## src/rtl/spi_regfile.sv

```systemverilog
// spi_regfile: SPI mode-0 slave front end to a bank of NREG 8-bit configuration registers.
// Writes land in a shadow copy and are committed to cfg_vec atomically when chip select
// rises. Optional build macro SPI_REGFILE_READBACK_EN adds a MISO shifter for register
// readback; without it spi_miso is tied low.
module spi_regfile #(
  parameter int unsigned             NREG      = 8,
  parameter logic [NREG*8-1:0]       RESET_VAL = {NREG{8'h00}}
) (
  input  logic              clk,
  input  logic              rst,
  input  logic              spi_clk,
  input  logic              spi_csn,
  input  logic              spi_mosi,
  output logic              spi_miso,
  output logic [NREG*8-1:0] cfg_vec,
  output logic              cfg_update,
  output logic              busy
);

  typedef enum logic [1:0] {StWaitCs, StIdle, StCmd, StData} state_e;

  logic csn_meta_q, csn_sync_q, csn_prev_q;
  logic sclk_meta_q, sclk_sync_q, sclk_prev_q;
  logic mosi_meta_q, mosi_sync_q;

  // Two-flop synchronizers plus one history flop for edge detection; reset to idle bus levels.
  always_ff @(posedge clk) begin
    if (rst) begin
      csn_meta_q  <= 1'b1;
      csn_sync_q  <= 1'b1;
      csn_prev_q  <= 1'b1;
      sclk_meta_q <= 1'b0;
      sclk_sync_q <= 1'b0;
      sclk_prev_q <= 1'b0;
      mosi_meta_q <= 1'b0;
      mosi_sync_q <= 1'b0;
    end else begin
      csn_meta_q  <= spi_csn;
      csn_sync_q  <= csn_meta_q;
      csn_prev_q  <= csn_sync_q;
      sclk_meta_q <= spi_clk;
      sclk_sync_q <= sclk_meta_q;
      sclk_prev_q <= sclk_sync_q;
      mosi_meta_q <= spi_mosi;
      mosi_sync_q <= mosi_meta_q;
    end
  end

  logic csn_rise, csn_fall, sclk_rise;
  assign csn_rise  = csn_sync_q & ~csn_prev_q;
  assign csn_fall  = ~csn_sync_q & csn_prev_q;
  assign sclk_rise = sclk_sync_q & ~sclk_prev_q;

  state_e            state_q, state_d;
  logic [1:0]        settle_q, settle_d;
  logic [2:0]        bit_cnt_q, bit_cnt_d;
  logic [7:0]        rx_q, rx_d;
  logic [6:0]        addr_q, addr_d;
  logic              wr_q, wr_d;
  logic              got_byte_q, got_byte_d;
  logic [NREG*8-1:0] shadow_q, shadow_d;
  logic [NREG*8-1:0] cfg_q, cfg_d;
  logic              upd_q, upd_d;

  logic [7:0] rx_next;
  logic       byte_done;
  logic       addr_in_range;
  logic [6:0] addr_next;

  assign rx_next       = {rx_q[6:0], mosi_sync_q};
  assign byte_done     = sclk_rise && (bit_cnt_q == 3'd7);
  assign addr_in_range = ({1'b0, addr_q} < 8'(NREG));

  // Address advance: wrap inside the bank, saturate at 127 outside it.
  always_comb begin
    addr_next = addr_q + 7'd1;
    if (addr_in_range) begin
      if ({1'b0, addr_q} == 8'(NREG - 1)) addr_next = 7'd0;
    end else if (addr_q == 7'd127) begin
      addr_next = 7'd127;
    end
  end

  // Frame FSM: command decode, shadow writes, commit on chip-select release.
  always_comb begin
    state_d    = state_q;
    settle_d   = settle_q;
    bit_cnt_d  = bit_cnt_q;
    rx_d       = rx_q;
    addr_d     = addr_q;
    wr_d       = wr_q;
    got_byte_d = got_byte_q;
    shadow_d   = shadow_q;
    cfg_d      = cfg_q;
    upd_d      = 1'b0;

    unique case (state_q)
      StWaitCs: begin
        // Synchronizer contents are forced high by reset; let them flush before trusting csn.
        shadow_d = cfg_q;
        if (settle_q != 2'd3) begin
          settle_d = settle_q + 2'd1;
        end else if (csn_sync_q) begin
          state_d = StIdle;
        end
      end
      StIdle: begin
        shadow_d   = cfg_q;
        bit_cnt_d  = 3'd0;
        got_byte_d = 1'b0;
        if (csn_fall) state_d = StCmd;
      end
      StCmd: begin
        if (csn_rise) begin
          state_d = StIdle;
        end else if (sclk_rise) begin
          rx_d      = rx_next;
          bit_cnt_d = bit_cnt_q + 3'd1;
          if (byte_done) begin
            wr_d    = rx_next[7];
            addr_d  = rx_next[6:0];
            state_d = StData;
          end
        end
      end
      StData: begin
        if (csn_rise) begin
          state_d = StIdle;
          if (wr_q && got_byte_q) begin
            cfg_d = shadow_q;
            upd_d = 1'b1;
          end else begin
            shadow_d = cfg_q;
          end
        end else if (sclk_rise) begin
          rx_d      = rx_next;
          bit_cnt_d = bit_cnt_q + 3'd1;
          if (byte_done) begin
            if (wr_q && addr_in_range) begin
              shadow_d[8*int'(addr_q) +: 8] = rx_next;
              got_byte_d                    = 1'b1;
            end
            addr_d = addr_next;
          end
        end
      end
      default: state_d = StWaitCs;
    endcase
  end

  // Frame state and register storage; reset wins over a same-cycle commit.
  always_ff @(posedge clk) begin
    if (rst) begin
      state_q    <= StWaitCs;
      settle_q   <= 2'd0;
      bit_cnt_q  <= 3'd0;
      rx_q       <= 8'h00;
      addr_q     <= 7'd0;
      wr_q       <= 1'b0;
      got_byte_q <= 1'b0;
      shadow_q   <= RESET_VAL;
      cfg_q      <= RESET_VAL;
      upd_q      <= 1'b0;
    end else begin
      state_q    <= state_d;
      settle_q   <= settle_d;
      bit_cnt_q  <= bit_cnt_d;
      rx_q       <= rx_d;
      addr_q     <= addr_d;
      wr_q       <= wr_d;
      got_byte_q <= got_byte_d;
      shadow_q   <= shadow_d;
      cfg_q      <= cfg_d;
      upd_q      <= upd_d;
    end
  end

  assign cfg_vec    = cfg_q;
  assign cfg_update = upd_q;
  assign busy       = (state_q == StCmd) || (state_q == StData);

`ifdef SPI_REGFILE_READBACK_EN
  logic       sclk_fall;
  logic [7:0] tx_q, tx_d;
  logic       tx_skip_q, tx_skip_d;
  logic [6:0] rd_addr;
  logic [7:0] rd_data;

  assign sclk_fall = ~sclk_sync_q & sclk_prev_q;

  // Register to present next: the command's start address, or the post-increment address.
  always_comb begin
    rd_addr = (state_q == StCmd) ? rx_next[6:0] : addr_next;
    rd_data = 8'h00;
    if ({1'b0, rd_addr} < 8'(NREG)) rd_data = cfg_q[8*int'(rd_addr) +: 8];
  end

  // MISO shifter: load on the last sampled bit, hold over the trailing fall of that bit,
  // then shift once per later fall so bit7 is stable for the master's first sample.
  always_comb begin
    tx_d      = tx_q;
    tx_skip_d = tx_skip_q;
    if (((state_q == StCmd) || (state_q == StData)) && !csn_rise) begin
      if (byte_done && (((state_q == StCmd) && !rx_next[7]) ||
                        ((state_q == StData) && !wr_q))) begin
        tx_d      = rd_data;
        tx_skip_d = 1'b1;
      end else if (sclk_fall && (state_q == StData)) begin
        if (tx_skip_q) tx_skip_d = 1'b0;
        else           tx_d      = {tx_q[6:0], 1'b0};
      end
    end else begin
      tx_d      = 8'h00;
      tx_skip_d = 1'b0;
    end
  end

  // MISO shifter state.
  always_ff @(posedge clk) begin
    if (rst) begin
      tx_q      <= 8'h00;
      tx_skip_q <= 1'b0;
    end else begin
      tx_q      <= tx_d;
      tx_skip_q <= tx_skip_d;
    end
  end

  assign spi_miso = (state_q == StData) & tx_q[7];
`else
  assign spi_miso = 1'b0;
`endif

endmodule
```

## config.mk

```make
export PLATFORM = sky130hd
export DESIGN_NAME = spi_regfile
export DESIGN_NICKNAME = d
export VERILOG_FILES = /design/src/rtl/spi_regfile.sv
export SDC_FILE = /design/constraint.sdc
export NUM_CORES = 1
export LEC_CHECK = 0
export ABC_AREA = 1
export CAP_MARGIN = 15
export CORE_MARGIN = 4
export CORE_UTILIZATION = 40
export DETAILED_ROUTE_END_ITERATION = 12
export GPL_TIMING_DRIVEN = 1
export PLACE_DENSITY = 0.55
export SYNTH_ARGS = -nofsm -noshare
export SYNTH_HDL_FRONTEND = slang
export SYNTH_SLANG_ARGS = --single-unit
```

## constraint.sdc

```tcl
create_clock -name clk -period 4.95 [get_ports clk]
set_input_delay 1.485 -clock clk [delete_from_list [all_inputs] [get_ports clk]]
set_output_delay 1.485 -clock clk [all_outputs]
set_load 0.05 [all_outputs]
```

==> results of run 1 <==
## critical path: stages (launching register included)
cell and delay, ns:
dfxtp_1 0.39, ha_1 0.17, buf_4 0.29, nor2_1 0.11
inv_1 0.11, clkdlybuf4s50_1 0.81
## routing by layer
| metal | GRT usage [%] | up-vias | part of all wire, % |
|---|---|---|---|
| met5 | 0 | - | 0 |
| met2 | 32.63 | 168 | 47 |
| met4 | 6.686 | 0 | 2.3 |
| li1 | - | 4216 | - |
| met1 | 25.59 | 3600 | 47 |
| met3 | 3.265 | 33 | 4.0 |
## power groups by stage
stage	Sequential (mW)	Clock [mW]	Combinational, mW
2_1_floorplan	1.63	0	1.22
3_3_place_gp	1.65	0	1.40
3_5_place_dp	1.65	0	1.43
4_1_cts	1.62	1.40	1.44
5_1_grt	1.65	1.45	1.67
6_report	1.62	1.37	1.42
## metrics by stage
stage	worst slack, ns	total power [mW]	util (%)
floorplan	2.312	2.846	-
detailed placement	1.602	3.079	44.41
CTS	1.134	4.461	47.28
global route	1.057	4.779	47.28
global placement	1.601	3.052	44.41
finish	1.154	4.415	47.28
## path summary, 6_finish.rpt
path          startpoint  cells after the start           end
max           state_q[0]                      5          busy
max reg2reg   state_q[0]                     11  shadow_q[43]
min reg2reg  mosi_meta_q                      2   mosi_sync_q
min          mosi_meta_q                      2   mosi_sync_q
## registers in the layout, summed over array words and instances, names as in the netlist, 2 cells and up
name / flops
shadow_q: 64
rx_q: 7
cfg_vec: 64
state_q: 2
addr_q: 7
bit_cnt_q: 3
settle_q: 2
## logic make-up (layout without fill, tap and decap cells)
| family | count (synthesis) | count (layout) |
|---|---|---|
| compound gates | 283 | 283 |
| fa+ha+maj | 12 | 12 |
| simple gates | 633 | 633 |
| mux | 8 | 8 |
| flops | 160 | 160 |
| other cells | 1 | 1 |
| xor+xnor | 2 | 2 |
| buf+inv | 191 | 229 |
## cell usage after synthesis, drive strengths merged, types with 2 or more instances
| master | n |
|---|---|
| nand4 | 12 |
| o21bai | 21 |
| o21ai | 111 |
| nand3 | 23 |
| nor4 | 9 |
| nor3 | 19 |
| mux2 | 8 |
| dfxtp | 160 |
| nor2 | 173 |
| buf | 23 |
| clkbuf | 48 |
| ha | 12 |
| nand2 | 394 |
| a211oi | 2 |
| inv | 119 |
| or2 | 2 |
| a221oi | 2 |
| a22oi | 40 |
| a21oi | 103 |
## final cells by class
class                      count  area (um2)
sequential                   160        3203
tap                          275       344.1
timing repair buffer          79       763.2
fill                        2176       11080
clock inverter                10       136.4
inverter                     120       451.7
multi-input combinational    939        4573
clock buffer                  20       466.7
==> results.md, run 1 <==
* Outcome: complete, no violations
* Synth async-reset ratio at 0%
* Power per Cell Area at 444.2 nW/um2
* Combinational power share at 32.3%
* Synth top area share at 37.58%
* Syn_nets at 1,307
* Post-Syn Area at 8524 um2
* Post-DP HPWL at 14,730 um
* Initial DRT Pass Iterations at 5
* Final Skew at 0.01463 ns
* Clock sink count at 160
* R2r setup slk at 1.94 ns
* Slew headroom at 30.50%
* Sw Share at 36.53%
* Global-route wire length before repair at 37,840 um
* Post-DRT Antenna Nets at 0
* Overall Global Routing Usage at 19.53%
* Required @ worst endpoint at 3.46 ns
* DIE HEIGHT at 154.0 um
* Most frequent cells in the layout: 377 x nand2_1, 160 x nor2_1, 160 x dfxtp_1
* Residual DRC at 0
* Hold Violations, Final at 0
* Core Rows at 53
* Synth Flop Type: dfxtp_1
* Internal power at 2.802 mW
* Max VDD drop at 228.7 uV
* DP Area at 9335 um2
* Mean Syn Cell Area at 6.608 um2
* Antenna violations before repair at 0
* Sequential area share after synthesis at 37.58%
* WL final at 23,190 um
* Yosys top cell by area: dfxtp_1
* Endpoints failing setup at 0
* Reg power frac at 36.8%
* Worst slew pin tran at 1.043 ns
* Final nets at 1,334
* RSZ-0062 raised after global routing: no
* Core box area at 21,020 um2
* Avg WL per Cell at 14.47 um
* Layout Cell Area excl Fill at 9938 um2
* MaxCap Viol Count at 0
* CTS tree: done
* Fmax achieved at 263.4 MHz
* Crit start category: flop
* Clk pwr share at 30.9%
* Initial Util at 40.55%
* Num CTS Buffers at 17
* Commonest non-fill, non-tap cell in the layout: nand2_1
* Worst hold path class: reg2reg
* Synth Register Bits at 160
* Setup crit end kind: output pin
* Post-synth cell types at 45
* CP max FO at 28
* Slew Viols, Final at 0
* Ports at 72
* First-iteration detailed-routing DRC count at 514
* Vias per Instance at 5.001
* Largest cells by area after synthesis: dfxtp_1 38%, nand2_1 17%, nor2_1 7.0%
* Compound-Gate Fraction of Synth Area at 19.13%
* Post-route clock period utilization at 76.69%
* LEAKAGE at 3.728 nW
* Via count at 8,017
* Warnings from Yosys at 0
* Mux cell area share after synthesis at 1.057%
* Fin cells at 1,603
* Critical Path AT at 2.31 ns
* Post-Synth XOR/XNOR Area at 0.2055%
* WS Path Type: reg2out
* Layout area overhead at 16.59%
* Antenna fix cells at 0
* Pin count of the biggest net entering global routing at 89
* Die outline width at 154.0 um
* CTS root buf: clkbuf_16
* Gr ovfl total at 0
* Post-placement cell count at 1,573
* GPL Wtd Cong at 0.9123
* Clock Latency Late Sink at 0.43 ns
* Hold Slack at 0.4062 ns
* Hold buffers post-CTS at 0
* Adder-cell share of the synthesized area at 1.761%
* Vias in the first global route at 7,447
* Post-synth EDFFs at 0
* Simple-gate share of the synthesized area at 31.37%
* I/O Buffers at 70
* Largest family of logic cells by synthesized area: simple AND/OR/NAND/NOR gates
* Sw Pwr at 1.613 mW
* TNS Setup at 0 ns
* Post-CTS sizing at 0
* Proportion of layout cells with a drive suffix above 1 at 7.907%
* Die area at 23,710 um2
* Tmin final at 3.796 ns
* Setup Fix Bufs, Post-CTS at 0
* Clk slew on worst S/H paths at 0.06 ns
* CTS H-Tree Depth at 4
* Gate count after technology mapping at 1,290
* Clk buf depth at 2
Power figures use the tool's default switching activity.
==> run 2: changes to the inputs <==
PLACE_DENSITY = 0.57   (was 0.55)
clock period = 3.3 ns   (was 4.95 ns; I/O delays follow)
==> results.md, run 2 (synthesis gave the netlist of run 1 again) <==
* Hold depth at 2 (unchanged)
* First-iteration detailed-routing DRC count at 356 (-31%)
* Clk buf depth at 2 (unchanged)
* Residual DRC at 0 (unchanged)
* Vias per Instance at 4.937 (-1.3%)
* Fillers at 2,163 (-0.60%)
* Antenna violations before repair at 0 (unchanged)
* Initial Util at 40.55% (unchanged)
* Slew Viols, Final at 0 (unchanged)
* Most frequent cells in the layout: 377 x nand2_1, 160 x nor2_1, 160 x dfxtp_1
* Hold Path Sink: sclk_sync_q
* R2r setup slk at 0.65 ns (-1.29 ns)
* Crit start category: flop
* Layout Cell Area excl Fill at 9983 um2 (+0.45%)
* Initial DRT Pass Iterations at 6 (+1)
* Worst hold path class: reg2reg
* DP Area at 9365 um2 (+0.32%)
* Die outline width at 154.0 um (unchanged)
* Avg WL per Cell at 13.90 um (-3.9%)
* Outcome: complete, no violations
* Proportion of layout cells with a drive suffix above 1 at 8.189% (+0.28 points)
* Layout area overhead at 17.11%
* Post-route clock period utilization at 83.60%
* Ports at 72 (unchanged)
* Vias in the first global route at 7,397 (-0.67%)
* Pin count of the biggest net entering global routing at 113 (+27%)
* WL final at 22,320 um (-3.7%)
* R2R Path End: shadow_q[33]
* Reg-to-Reg Start: addr_q[0]
* Clk slew on worst S/H paths at 0.07 ns (about the same)
* Commonest non-fill, non-tap cell in the layout: nand2_1
* GPL Wtd Cong at 0.9591 (+5.1%)
* Critical Path AT at 1.77 ns (-0.54 ns)
* Power Total at 6.639 mW (+50%)
* Post-DRT Antenna Nets at 0 (unchanged)
* TNS Setup at 0 ns (unchanged)
* Die area at 23,710 um2 (unchanged)
* Via count at 7,929 (-1.1%)
* RSZ-0062 raised after global routing: no
* Post-CTS sizing at 0 (unchanged)
* Clock Latency Late Sink at 0.43 ns (about the same)
* Core Rows at 53 (unchanged)
* Worst slew pin tran at 1.101 ns (+0.05860 ns)
* DIE HEIGHT at 154.0 um (unchanged)
* Final worst slack at 0.5412 ns (-0.6125 ns)
* Max VDD drop at 380.3 uV (+66%)
* LEAKAGE at 3.747 nW (+0.52%)
* Reg2Reg Depth at 13 (+2)
* Core box area at 21,020 um2 (unchanged)
* Slew headroom at 26.59% (-3.9 points)
* Antenna fix cells at 0 (unchanged)
* Setup Fix Bufs, Post-CTS at 0 (unchanged)
* Power per Cell Area at 665.0 nW/um2 (+50%)
* Fmax achieved at 362.5 MHz
* Post-DP HPWL at 14,600 um (-0.91%)
* Endpoints failing setup at 0 (unchanged)
* I/O Buffers at 70 (unchanged)
* Setup crit end kind: output pin
* Hold Violations, Final at 0 (unchanged)
* Tmin final at 2.759 ns
* CTS H-Tree Depth at 4 (unchanged)
* Hold buffers post-CTS at 0 (unchanged)
* CP max FO at 27 (-3.6%)
* Global-route wire length before repair at 37,310 um (-1.4%)
* Min-delay src: sclk_meta_q
* Gr ovfl total at 0 (unchanged)
* CTS tree: done
* Final nets at 1,335 (+0.075%)
* MaxCap Viol Count at 0 (unchanged)
* Required @ worst endpoint at 2.31 ns (-1.15 ns)
* Pre-CTS setup slack at 0.6810 ns (-0.9206 ns)
* CTS root buf: clkbuf_16
* WS Path Type: reg2out
* Overall Global Routing Usage at 18.89% (-0.64 points)
* Num CTS Buffers at 17 (unchanged)
* Final Skew at 0.01063 ns (-0.003998 ns)
* Clock sink count at 160 (unchanged)
## run 2: cell count changes in the layout (fill, tap and decap cells not counted), sizes merged
cell and delta:
clkbuf -2, clkdlybuf4s50 -1, buf +2, inv +4
## run 2: critical path, cell delays in order (launching register included)
cell and delay (ns):
dfxtp_1 0.41, ha_1 0.21, buf_4 0.30, nor2_1 0.10, inv_1 0.12, buf_4 0.21
## run 2: stage by stage
step                hold slack, ns  std cells  util, %
floorplan                   0.3883       1290        -
global placement            0.3934       1574    44.55
detailed placement          0.3937       1574    44.55
CTS                         0.4096       1606    47.49
global route                0.4346       1606    47.49
finish                      0.4076       1606    47.49
## run 2: cell type report
type	instances	area, um2	share of cell area [%]
flip-flops and latches	160	3203	32.08
repair buffers	80	793.3	7.946
clock inverters	14	178.9	1.792
inverters	120	451.7	4.524
multi-input cells	939	4573	45.81
well taps	275	344.1	3.447
clock buffers	18	439.2	4.399
## run 2: worst max-delay path by stage
| stage | start | end | cells past startpoint |
|---|---|---|---|
| global route | addr_q[0] | shadow_q[33] | 13 |
| CTS | state_q[0] | busy | 5 |
| floorplan | addr_q[0] | shadow_q[7] | 15 |
| detailed placement | addr_q[0] | shadow_q[38] | 13 |
| global placement | addr_q[0] | shadow_q[39] | 13 |
| finish | state_q[0] | busy | 5 |
## run 2: per-layer routing
layer  part of all wire [%]  track usage, %  vias up
li1                       -               -     4223
met1                     48           24.51     3581
met2                     48           32.67      107
met3                    3.0           3.687       18
met4                   0.99           3.995        0
met5                      0               0        -
## run 2: report_power, final
group	leakage (nW)	internal (mW)	switching [mW]
Combinational	2.15	0.665	1.45
Clock	0.294	1.22	0.863
Sequential	1.30	2.30	0.135
==> run 3: changes to the inputs <==
clock period = 2.41 ns   (was 3.3 ns; I/O delays follow)
==> results.md, run 3 (synthesis gave the netlist of run 1 again) <==
* Outcome: complete, no violations
* Critical Path AT at 1.64 ns (-0.13 ns)
* Hold buffers post-CTS at 0 (unchanged)
* Avg WL per Cell at 14.25 um (+2.5%)
* Core box area at 21,020 um2 (unchanged)
* Vias in the first global route at 7,610 (+2.9%)
* Vias per Instance at 5.034 (+2.0%)
* Final Skew at 0.009893 ns (-0.0007419 ns)
* Hold Slack at 0.4042 ns (-0.003346 ns)
* Slew headroom at 43.90% (+17 points)
* RSZ-0062 raised after global routing: no
* Overall Global Routing Usage at 19.74% (+0.85 points)
* Clk pwr share at 29.8% (-1.6 points)
* LEAKAGE at 4.226 nW (+13%)
* Worst path max stage delay at 0.83 ns (+0.42 ns)
* DIE HEIGHT at 154.0 um (unchanged)
* Die area at 23,710 um2 (unchanged)
* Setup crit end kind: output pin
* Crit start category: flop
* Post-DRT Antenna Nets at 0 (unchanged)
* Clk slew on worst S/H paths at 0.06 ns (about the same)
* Clock sink count at 160 (unchanged)
* DP Area at 9627 um2 (+2.8%)
* WL final at 23,310 um (+4.4%)
* CTS root buf: clkbuf_16
* Layout area overhead at 20.65%
* Hold Violations, Final at 0 (unchanged)
* Post-DP HPWL at 15,520 um (+6.3%)
* Power per Cell Area at 880.1 nW/um2 (+32%)
* Critical Path Slowest Stage Cell: clkdlybuf4s50_1
* WP buf/inv at 1 (-2)
* Fin cells at 1,636 (+1.9%)
* Via count at 8,236 (+3.9%)
* Tmin final at 2.367 ns
* Clock Latency Late Sink at 0.43 ns (about the same)
* Residual DRC at 0 (unchanged)
* Post-placement cell count at 1,604 (+1.9%)
* Pin count of the biggest net entering global routing at 68 (-40%)
* Post-route clock period utilization at 98.20%
* Required @ worst endpoint at 1.69 ns (-0.62 ns)
* Gr ovfl total at 0 (unchanged)
* CP max FO at 4 (-85%)
* Proportion of layout cells with a drive suffix above 1 at 10.43% (+2.2 points)
* CTS H-Tree Depth at 4 (unchanged)
* Global-route wire length before repair at 38,630 um (+3.6%)
* Sw Pwr at 3.335 mW (+36%)
* Initial Util at 40.55% (unchanged)
* Antenna fix cells at 0 (unchanged)
* Sw Share at 36.84% (-0.053 points)
* Setup Fix Bufs, Post-CTS at 0 (unchanged)
* Slew Viols, Final at 0 (unchanged)
* Die outline width at 154.0 um (unchanged)
* Layout Cell Area excl Fill at 10,280 um2 (+3.0%)
* Clk buf depth at 2 (unchanged)
* GPL Wtd Cong at 0.9221 (-3.9%)
* WS Path Type: reg2out
* Max VDD drop at 474.4 uV (+25%)
* MaxCap Viol Count at 0 (unchanged)
* Combinational power share at 33.2% (+1.3 points)
* I/O Buffers at 70 (unchanged)
* Commonest non-fill, non-tap cell in the layout: nand2_1
* Worst hold path class: reg2reg
* Initial DRT Pass Iterations at 7 (+1)
* Internal power at 5.717 mW (+36%)
* Fmax achieved at 422.5 MHz
* Num CTS Buffers at 17 (unchanged)
* CTS tree: done
* CP Cell Sequence: clkdlybuf4s50_1
* Antenna violations before repair at 0 (unchanged)
* Core Rows at 53 (unchanged)
* TNS Setup at 0 ns (unchanged)
* Largest delay share family, worst path: buffers and inverters
* Most frequent cells in the layout: 377 x nand2_1, 160 x nor2_1, 157 x dfxtp_1
* Worst slew pin tran at 0.8337 ns (-0.2674 ns)
* Reg power frac at 36.9% (+0.2 points)
* First-iteration detailed-routing DRC count at 509 (+43%)
* Final nets at 1,365 (+2.2%)
* Endpoints failing setup at 0 (unchanged)
* Ports at 72 (unchanged)
==> run 3: changes by cell type in the layout (fill, tap and decap cells not counted), sizes merged <==
cell,previous run,this run
bufinv,3,2
buf,12,42
dlymetal6s2s,0,17
clkinv,5,6
clkbuf,18,22
inv,123,119
clkdlybuf4s50,68,48
dlygate4sd2,0,3
==> run 3: worst paths after layout <==
| path | start | endpoint | slack [ns] | cells past startpoint |
|---|---|---|---|---|
| setup / recovery | cfg_vec[39] | cfg_vec[39] | 0.04 | 1 |
| setup reg to reg | addr_q[1] | shadow_q[15] | 0.10 | 10 |
| hold reg to reg | sclk_meta_q | sclk_sync_q | 0.40 | 2 |
| hold / removal | sclk_meta_q | sclk_sync_q | 0.40 | 2 |
==> run 3: layout make-up <==
class / count / area, um2
fillers: 2101 / 10740
repair buffers: 110 / 1095
multi-input cells: 939 / 4612
flip-flops and latches: 160 / 3207
inverters: 120 / 451.7
clock inverters: 10 / 111.4
clock buffers: 22 / 464.2
well taps: 275 / 344.1
==> run 3: metrics by stage <==
step                total power [mW]  setup slack, ns  util (%)
floorplan                      5.845         0.001509         -
global placement               6.323           0.1233     45.79
detailed placement             6.380          0.08170     45.79
CTS                            9.123         0.002669     48.57
global route                   9.839        0.0006706     48.93
finish                         9.052          0.04332     48.93
==> run 3: timing repair <==
| action | 4_1_cts | 5_1_grt |
|---|---|---|
| gates cloned | 0 | 0 |
| resized for setup | 6 | 25 |
| pin swaps | 0 | 0 |
| setup endpoints to repair | 4 | 52 |
==> run 3: metal layers <==
layer  global-route usage, %  share of wire, %
met2                   32.95                47
met3                   3.518               4.4
met4                   6.392               2.3
met1                   25.90                47
met5                       0                 0
==> run 3: power by group through the flow <==
| stage | registers [mW] | logic [mW] | clock network [mW] |
|---|---|---|---|
| final | 3.34 | 3.01 | 2.70 |
| after global routing | 3.39 | 3.58 | 2.88 |
| after CTS | 3.34 | 3.01 | 2.78 |
| after detailed placement | 3.39 | 2.99 | 0 |
| after global placement | 3.38 | 2.94 | 0 |
| after floorplan | 3.34 | 2.50 | 0 |
